===== config.mk =====
export PLATFORM = sky130hd
export DESIGN_NAME = stringreco_stream
export DESIGN_NICKNAME = d
export VERILOG_FILES = /design/src/rtl/stringreco_pkg.sv /design/src/rtl/stringreco_stream_sat_counter.sv /design/src/rtl/stringreco_stream.sv
export SDC_FILE = /design/constraint.sdc
export NUM_CORES = 1
export LEC_CHECK = 0
export BUFFER_PORTS_ARGS = -buffer_cell sky130_fd_sc_hd__buf_2
export CORE_ASPECT_RATIO = 1.2
export CORE_UTILIZATION = 39
export DETAILED_ROUTE_END_ITERATION = 10
export PLACE_DENSITY = 0.67
export SKIP_LAST_GASP = 1
export SYNTH_ARGS = -nofsm -noshare
export SYNTH_HDL_FRONTEND = slang
export SYNTH_SLANG_ARGS = --single-unit

===== constraint.sdc =====
create_clock -name clk -period 4.64 [get_ports clk]
set_input_delay 1.16 -clock clk [delete_from_list [all_inputs] [get_ports clk]]
set_output_delay 1.16 -clock clk [all_outputs]
set_load 0.03 [all_outputs]

===== src/rtl/stringreco_pkg.sv =====
// Shared definitions for the serial string recogniser: state encoding and
// default sizing of the pattern and match counter.
package stringreco_pkg;

  localparam int DEF_PAT_W   = 8;
  localparam int DEF_LEN_W   = 4;
  localparam int DEF_CNT_W   = 14;
  localparam int DEF_CNT_MAX = 9999;

  typedef enum logic [1:0] {
    ST_IDLE = 2'b00,
    ST_FILL = 2'b01,
    ST_RUN  = 2'b10,
    ST_OFF  = 2'b11
  } state_e;

endpackage


===== src/rtl/stringreco_stream_sat_counter.sv =====
// Saturating up-counter with synchronous clear; sat flags count==CNT_MAX.
// Shared with the display counters, hence its generic port names.
module sat_counter #(
  parameter int CNT_W   = 14,
  parameter int CNT_MAX = 9999
) (
  input  logic             clk,
  input  logic             clr_n,
  input  logic             clr,
  input  logic             inc,
  output logic [CNT_W-1:0] count,
  output logic             sat
);

  localparam logic [CNT_W-1:0] LP_MAX = CNT_W'(CNT_MAX);

  logic [CNT_W-1:0] r_count;
  logic             w_at_max;

  assign w_at_max = (r_count == LP_MAX);

  // NOTE: async reset sits in the sensitivity list; state updates use <= so
  // every flop samples pre-edge values regardless of block ordering.
  always_ff @(posedge clk or negedge clr_n) begin
    if (!clr_n) begin
      r_count <= '0;
    end else if (clr) begin
      r_count <= '0;
    end else if (inc && !w_at_max) begin
      r_count <= r_count + CNT_W'(1);
    end
  end

  assign count = r_count;
  assign sat   = w_at_max;

endmodule


===== src/rtl/stringreco_stream.sv =====
// Runtime-programmable serial pattern recogniser: shifts one bit per en strobe,
// compares the newest len_q bits with the pattern and counts (overlapping or not).
module stringreco_stream
  import stringreco_pkg::*;
#(
  parameter int PAT_W   = DEF_PAT_W,
  parameter int LEN_W   = DEF_LEN_W,
  parameter int CNT_W   = DEF_CNT_W,
  parameter int CNT_MAX = DEF_CNT_MAX
) (
  input  logic             clk,
  input  logic             clr_n,
  input  logic             load,
  input  logic [PAT_W-1:0] pattern,
  input  logic [LEN_W-1:0] pat_len,
  input  logic             ovl,
  input  logic             en,
  input  logic             din,
  output logic [CNT_W-1:0] count,
  output logic             hit,
  output logic             sat,
  output logic [1:0]       state
);

  localparam logic [LEN_W-1:0] LP_PAT_W = LEN_W'(PAT_W);

  state_e           r_state;
  state_e           w_state_nxt;
  // Only PAT_W-1 past bits are kept; the incoming bit completes the window.
  logic [PAT_W-2:0] r_hist;
  logic [PAT_W-1:0] r_pat;
  logic [LEN_W-1:0] r_fill;
  logic [LEN_W-1:0] r_len;
  logic             r_ovl;
  logic             r_hit;

  logic [PAT_W-1:0] w_window;
  logic [PAT_W-1:0] w_mask;
  logic [LEN_W-1:0] w_fill_inc;
  logic [LEN_W-1:0] w_fill_nxt;
  logic [LEN_W-1:0] w_len_clamped;
  logic             w_consume;
  logic             w_cmp_eq;
  logic             w_match;

  // load wins over en: a bit strobed together with load is dropped.
  assign w_consume = en && !load && (r_state == ST_FILL || r_state == ST_RUN);
  assign w_window  = {r_hist, din};

  always_comb begin
    for (int i = 0; i < PAT_W; i++) begin
      w_mask[i] = (i < int'(r_len));
    end
  end

  assign w_cmp_eq      = (((w_window ^ r_pat) & w_mask) == '0);
  assign w_fill_inc    = r_fill + LEN_W'(1);
  assign w_match       = w_consume && (w_fill_inc >= r_len) && w_cmp_eq;
  assign w_len_clamped = (pat_len > LP_PAT_W) ? LP_PAT_W : pat_len;

  always_comb begin
    if (w_match && !r_ovl) begin
      w_fill_nxt = '0;
    end else if (w_fill_inc > LP_PAT_W) begin
      w_fill_nxt = LP_PAT_W;
    end else begin
      w_fill_nxt = w_fill_inc;
    end
  end

  always_ff @(posedge clk or negedge clr_n) begin
    if (!clr_n) begin
      r_state <= ST_IDLE;
    end else begin
      r_state <= w_state_nxt;
    end
  end

  // NOTE: the default assignment first keeps this block free of latches.
  always_comb begin
    w_state_nxt = r_state;
    if (load) begin
      w_state_nxt = (pat_len == '0) ? ST_OFF : ST_FILL;
    end else if (w_consume) begin
      if (w_fill_nxt >= r_len || r_len == LEN_W'(1)) begin
        w_state_nxt = ST_RUN;
      end else begin
        w_state_nxt = ST_FILL;
      end
    end
  end

  always_ff @(posedge clk or negedge clr_n) begin
    if (!clr_n) begin
      r_hist <= '0;
      r_pat  <= '0;
      r_fill <= '0;
      r_len  <= '0;
      r_ovl  <= 1'b0;
      r_hit  <= 1'b0;
    end else if (load) begin
      r_hist <= '0;
      r_pat  <= pattern;
      r_fill <= '0;
      r_len  <= w_len_clamped;
      r_ovl  <= ovl;
      r_hit  <= 1'b0;
    end else begin
      r_hit <= w_match;
      if (w_consume) begin
        r_hist <= w_window[PAT_W-2:0];
        r_fill <= w_fill_nxt;
      end
    end
  end

  sat_counter #(
    .CNT_W  (CNT_W),
    .CNT_MAX(CNT_MAX)
  ) u_cnt (
    .clk  (clk),
    .clr_n(clr_n),
    .clr  (load),
    .inc  (w_match),
    .count(count),
    .sat  (sat)
  );

  assign hit   = r_hit;
  assign state = r_state;

endmodule

; After elaboration in Yosys (flattened, before gate mapping)
; Cells that the tools add are included.
[op_classes]
n_addsub = 2
order_cmp = 12
n_eq_ne = 4
muxes = 14
bitwise_logic = 2
n_reduce_logical = 15
[op_table]
columns = cell, n
row1 = $mux 14, 2
row2 = $mux 4, 5
row3 = $lt 3x4->1 const A, 4
row4 = $add 14x1->14 const B, 1
row5 = $eq 14x14->1 const B, 1
row6 = $mux 7, 2
row7 = $and 8x8->8, 1
row8 = $ge 4x4->1, 2
row9 = $gt 4x4->1 const B, 2
row10 = $logic_not 8->1, 1
row11 = $lt 1x4->1 const A, 2
row12 = $lt 2x4->1 const A, 2
row13 = $mux 2, 4
row14 = $xor 8x8->8, 1
row15 = $logic_and 1x1->1, 6
row16 = $add 4x1->4 const B, 1
row17 = $eq 4x1->1 const B, 1
row18 = $logic_not 4->1, 1
row19 = $reduce_bool 2->1, 2
row20 = $logic_not 1->1, 3
row21 = $eq 2x1->1 const B, 1
row22 = $eq 2x2->1 const B, 1
row23 = $logic_or 1x1->1, 2
row24 = $mux 1, 1
[totals]
ff_bits = 41
in_bits = 18
out_inout_bits = 18
word_cells = 57

; Depth between registers and ports, before layout
[depth]
depth_word = 12
ltp_mapped = 16
ltp_nobuf = 16

; By module
; Synthesis repeated with hierarchy kept, for this count alone.
[hier_totals]
cells_unflattened = 226
hier_area_um2 = 2240.9
[by_module_without_submodules]
columns = module, instances, cells_per_inst, area_per_inst_um2, seq_area_each_um2
row1 = stringreco_stream, 1, 150, 1485.2, 675.6
row2 = sat_counter, 1, 76, 755.7, 350.3

; Worst setup path after synthesis
; No wires, ideal clock.
[synth_path]
path_type = input to register
startpoint = input port load
endpoint = register r_state[1] (netlist: state[1])
setup_time_ns = 0.121
arrival_ns = 3.610
required_time_ns = 4.519
path_slack_ns = 0.909
path_stages = 13
path_buffers = 2
path_cell_list = clkbuf_1 -> and3b_1 -> buf_2 -> o221ai_2 -> or4_2 -> nand3b_1 -> ha_1 -> nand2b_1 -> a21o_1 -> a21o_1 -> a221oi_1 -> nand2_1 -> a22o_1
[synth_via]
elab_chain_cells = 12
word_cells_on_any_way = 13
cone_classes = order compare: 1 / mux: 4 / reduce/logical: 8
[synth_rtl]
columns = element, line
row1 = from (decl), stringreco_stream.sv:13  ; input logic load,
row2 = $logic_not 1->1, stringreco_stream.sv:47  ; assign w_consume = en && !load && (r_state == ST_FILL || r_state == ST_RUN);
row3 = $logic_and 1x1->1 (2 in series), stringreco_stream.sv:47
row4 = $logic_and 1x1->1 (2 in series), stringreco_stream.sv:58  ; assign w_match = w_consume && (w_fill_inc >= r_len) && w_cmp_eq;
row5 = $logic_and 1x1->1, stringreco_stream.sv:62  ; if (w_match && !r_ovl) begin
row6 = $mux 4, stringreco_stream.sv:62
row7 = $ge 4x4->1, stringreco_stream.sv:85  ; if (w_fill_nxt >= r_len || r_len == LEN_W'(1)) begin
row8 = $logic_or 1x1->1, stringreco_stream.sv:85
row9 = $mux 2, stringreco_stream.sv:85
row10 = $mux 2, stringreco_stream.sv:84  ; end else if (w_consume) begin
row11 = $mux 2, stringreco_stream.sv:82  ; if (load) begin
row12 = to (signal assigned), stringreco_stream.sv:75  ; r_state <= w_state_nxt;
row13 = to (decl), stringreco_stream.sv:27  ; state_e r_state;
; Parallel ways exist; a longest one is shown, timed or not. The select of a mux whose other input is x is not followed.
; A chain may end at the register's enable or synchronous reset.

; Worst setup path in the final report
[layout_path]
startpoint = register r_fill[0]
endpoint = register r_state[1] (netlist: state[1])
[layout_via]
elab_chain_cells = 11
word_cells_on_any_way = 13
cone_classes = add/sub: 1 / order compare: 3 / mux: 5 / reduce/logical: 4
[layout_rtl]
columns = element, line
row1 = from (decl), stringreco_stream.sv:32  ; logic [LEN_W-1:0] r_fill;
row2 = from (signal assigned), stringreco_stream.sv:112  ; r_fill <= w_fill_nxt;
row3 = $add 4x1->4 (*), stringreco_stream.sv:57  ; assign w_fill_inc = r_fill + LEN_W'(1);
row4 = $ge 4x4->1, stringreco_stream.sv:58
row5 = $logic_and 1x1->1 (2 in series), stringreco_stream.sv:58
row6 = $logic_and 1x1->1, stringreco_stream.sv:62
row7 = $mux 4 (*), stringreco_stream.sv:62
row8 = $ge 4x4->1 (*), stringreco_stream.sv:85
row9 = $logic_or 1x1->1 (*), stringreco_stream.sv:85
row10 = $mux 2 (*), stringreco_stream.sv:85
row11 = $mux 2 (*), stringreco_stream.sv:84
row12 = $mux 2 (*), stringreco_stream.sv:82
; Every way passes the cells marked *; elsewhere a longest branch is shown, timed or not. The select of a mux whose other input is x is not followed.

==> impl_metrics.yaml <==
setup_path:
  path_common_cell: "ha_1"
  reg2reg_slack_ps: 1020
  timing.rr.end: "state[1]$_DFFE_PN0P_"
  timing.critical_path.from_type: "flop"
  timing.critical_path.cells: "ha_1, nor2b_1, nor2_1, inv_1, ha_1, o21a_1, o221ai_2, or4_2, nand3b_1, ha_1, nand2b_1, a21o_1, a21o_1, a221oi_1, nand2_1, a22o_1"
  data_arrival_time_of_the_critical_path_ps: 3810
  timing.critical_path.slowest_stage_cell: "or4_2"
  cp_slowest_stage_delay_ps: 590
  timing.critical_path.required_ps: 4830
  cp_max_fo: 6
  timing_worst_setup_path_type: "reg -> reg"
  worst_setup_path_end_kind: "flop"
  ff2ff_path_depth: 16
  crit-reg2reg-launch: "r_fill[0]$_DFFE_PN0P_"
clocking:
  clkLatencyLatePin_ps: 290
  cts_buffer_count: 5
  cts.clk_slew.worst_paths_ps: 80
  post_cts_hold_buffer_count: 0
  tritoncts_num_sinks: 41
  cts_resizes: 0
  cts_buffer_depth: 2
  tritoncts: "done"
  number_of_h_tree_levels: 2
  post-cts-setup-buffer-count: 0
  cts.root.buffer_cell: "clkbuf_8"
layout:
  instances_no_fill: 330
  diodes: 0
  fill_cells: 565
  drive_above_1_share_pct: 22.6
  finish.net_count: 295
  area_growth_syn_to_layout_pct: 13.7
floorplanning:
  core_area_um2: 5630
  floorplan.rows: 30
  num_io_pins: 36
  floorplan.die.width_um: 71.8
  die_area_um2: 6160
  die_height_um: 85.8
  initial_core_utilization_pct: 40.5
logic_synthesis:
  synth_area_leader_cell: "dfrtp_1"
  synth_simple_gate_area_share_pct: 22.4
  syn_nets: 261
  synth_most_common_cell: "dfrtp_1"
  post_synth_xor_area_fraction_pct: 4.61
  leading_post_synthesis_cells_by_cell_area: "dfrtp_1 45%, ha_1 6.0%, nand2_1 5.1%, mux2_2 4.4%, nand3b_1 3.3%"
  synthArstFlopShare_pct: 100
  yosys_warnings: 0
  dominant_combinational_cell_family_by_area_after_synthesis: "simple AND/OR/NAND/NOR gates"
  yosysUniqueCellTypes: 48
  yosys.area_share.adder_pct: 6.03
  ys.flop_type: "dfrtp_1"
  post_synth.cell_area_avg_um2: 9.83
  area_share_of_the_leading_cell_type_in_the_synthesized_netlist_pct: 45.0
  ys_seq_area_share_pct: 45.0
  synth.ff_latch_count: 41
  synth_mux_area_share_pct: 4.88
  ys_top_cells_by_count: "41 x dfrtp_1, 31 x nand2_1, 14 x o21ai_0, 13 x a21oi_1, 11 x ha_1"
  synth_area_um2: 2280
  synth_compound_gate_area_share_pct: 13.7
  synth_enable_flop_cells: 0
  syn_inst: 232
placement:
  place.gp.congestion: 0.859
  hpwlAfterDp_mm: 3.44
  dp.cells: 323
  port-buffer-count: 35
global_routing:
  grt_start_max_net_pins: 45
  number_of_antenna_violations_at_the_first_check_in_global_routing: 0
  vias_in_the_first_global_route: 1810
  grt-ovfl-total: 0
  grt_first_pass_wirelength_mm: 8.34
  total_grt_usage_pct: 17.1
sta:
  relSlewSlack_pct: 39.8
  fmax_mhz: 276
  layout_min_cycle_time_ps: 3620
  grt_setup_unrepaired: "no"
  drv_slew: 0
  setup_viol: 0
  final.period_utilization_pct: 78.1
  skew_ps: 5.77
  tightest_slew_ps: 902
  timing.setup.tns_ps: 0
  final-hold-violation-count: 0
route:
  dr.first_iter.drc_count: 95
  vias: 1843
  wire_per_inst_um: 14.3
  post_drt_via_cell_ratio: 5.58
  drt_first_pass_iters: 4
  post-route-drc-count: 0
  finalWirelength_mm: 4.73
  ant_nets: 0
hold_path:
  worst_hold_startpoint: "r_hist[2]$_DFFE_PN0P_"
  worstHoldPathCells: 2
  hold_path.class: "reg -> reg"
  hold_path_end: "r_hist[3]$_DFFE_PN0P_"
flow_run:
  drv.max_cap_violation_count: 0
run_status:
  status: "complete, no violations"
power:
  leakage_uw: 0.00123
  cell_area_power_density_nw_per_um2: 302
  vdd_ir_drop_max_mv: 0.191
==> sequential cells by signal (all words and copies together) (netlist names) <==
| register | flops |
|---|---|
| r_ovl | 1 |
| r_fill | 4 |
| r_hist | 7 |
| state | 2 |
| hit | 1 |
| r_len | 4 |
| r_pat | 8 |
| u_cnt.count | 14 |
==> kinds of logic (layout without fill, tap and decap cells) <==
kind of cell / Yosys count / count (layout)
simple gates: 92 / 92
buf+inv: 18 / 52
compound gates: 48 / 48
flops: 41 / 41
fa+ha+maj: 11 / 11
xor+xnor: 12 / 12
mux: 10 / 10
==> worst max-delay path, delay by kind of cell (launching register included) <==
kind,cells,cell delay [ps]
and+or+nand+nor,6,1280
buffers and inverters,1,60
AOI/OAI and AO/OA,6,990
DFF,1,440
adders and majority gates,3,740
==> where the power goes <==
part	leakage [µW]	internal (µW)	switching [µW]
logic	0.000643	67.0	78.9
registers	0.000541	378	21.6
clock network	0.0000433	118	121
total	0.00123	562	221
==> routing by layer <==
metal	track usage, %	routed length, µm	vias to the layer above	part of all wire [%]
li1	-	-	912	-
met1	22.1	2140	899	45
met2	29.4	2390	28	50
met3	3.17	151	4	3.2
met4	4.28	55	0	1.2
met5	0	0	-	0
==> area by class of cell <==
cell class                 count  area (µm²)  area share (%)
clock buffer                   6        82.6            3.18
clock inverter                 1        7.51           0.289
inverter                       8        30.0            1.16
multi-input combinational    173        1180            45.4
sequential                    41        1030            39.6
tap                           64        80.1            3.09
timing repair buffer          37         190            7.33
==> worst max path at each step <==
| stage | from | end | slack (ps) | depth (start not counted) |
|---|---|---|---|---|
| floorplan | load | state[1]$_DFFE_PN0P_ | 910 | 13 |
| global placement | load | state[1]$_DFFE_PN0P_ | 920 | 12 |
| detailed placement | load | state[1]$_DFFE_PN0P_ | 910 | 12 |
| CTS | r_fill[0]$_DFFE_PN0P_ | state[1]$_DFFE_PN0P_ | 1000 | 16 |
| global route | r_fill[0]$_DFFE_PN0P_ | state[1]$_DFFE_PN0P_ | 710 | 15 |
| finish | r_fill[0]$_DFFE_PN0P_ | state[1]$_DFFE_PN0P_ | 1020 | 16 |
==> placed cells by master, fill, tap and decap left out, types with 2 or more instances in the layout <==
cell type,Yosys,layout
xnor2_1,8,8
xor2_1,4,4
dfrtp_1,41,41
o31ai_1,3,3
or3_2,3,3
inv_1,8,8
nor3_1,2,2
clkbuf_8,0,6
buf_2,2,35
o21ai_0,14,14
buf_4,0,2
mux2_2,9,9
o22ai_1,2,2
nand4_1,3,3
nor2_1,10,10
nand3b_1,10,10
nand2b_1,3,3
or4_1,2,2
nand3_1,3,3
or3_1,7,7
a21o_1,4,4
and4_1,3,3
a21oi_1,13,13
nand2_1,31,31
ha_1,11,11
nor2b_1,3,3
nor4_1,4,4
==> per-stage QoR <==
stage | hold slack (ps) | utilization, % | total power, µW | area, µm² | setup slack (ps)
after global routing | 557 | 46.1 | 834 | 2590 | 707
after floorplan | 481 | - | 508 | 2280 | 909
after detailed placement | 516 | 44.5 | 554 | 2500 | 914
after CTS | 530 | 46.1 | 793 | 2590 | 1000
after global placement | 500 | 44.5 | 553 | 2500 | 916
final | 525 | 46.1 | 783 | 2590 | 1020
Power figures use the tool's default switching activity.
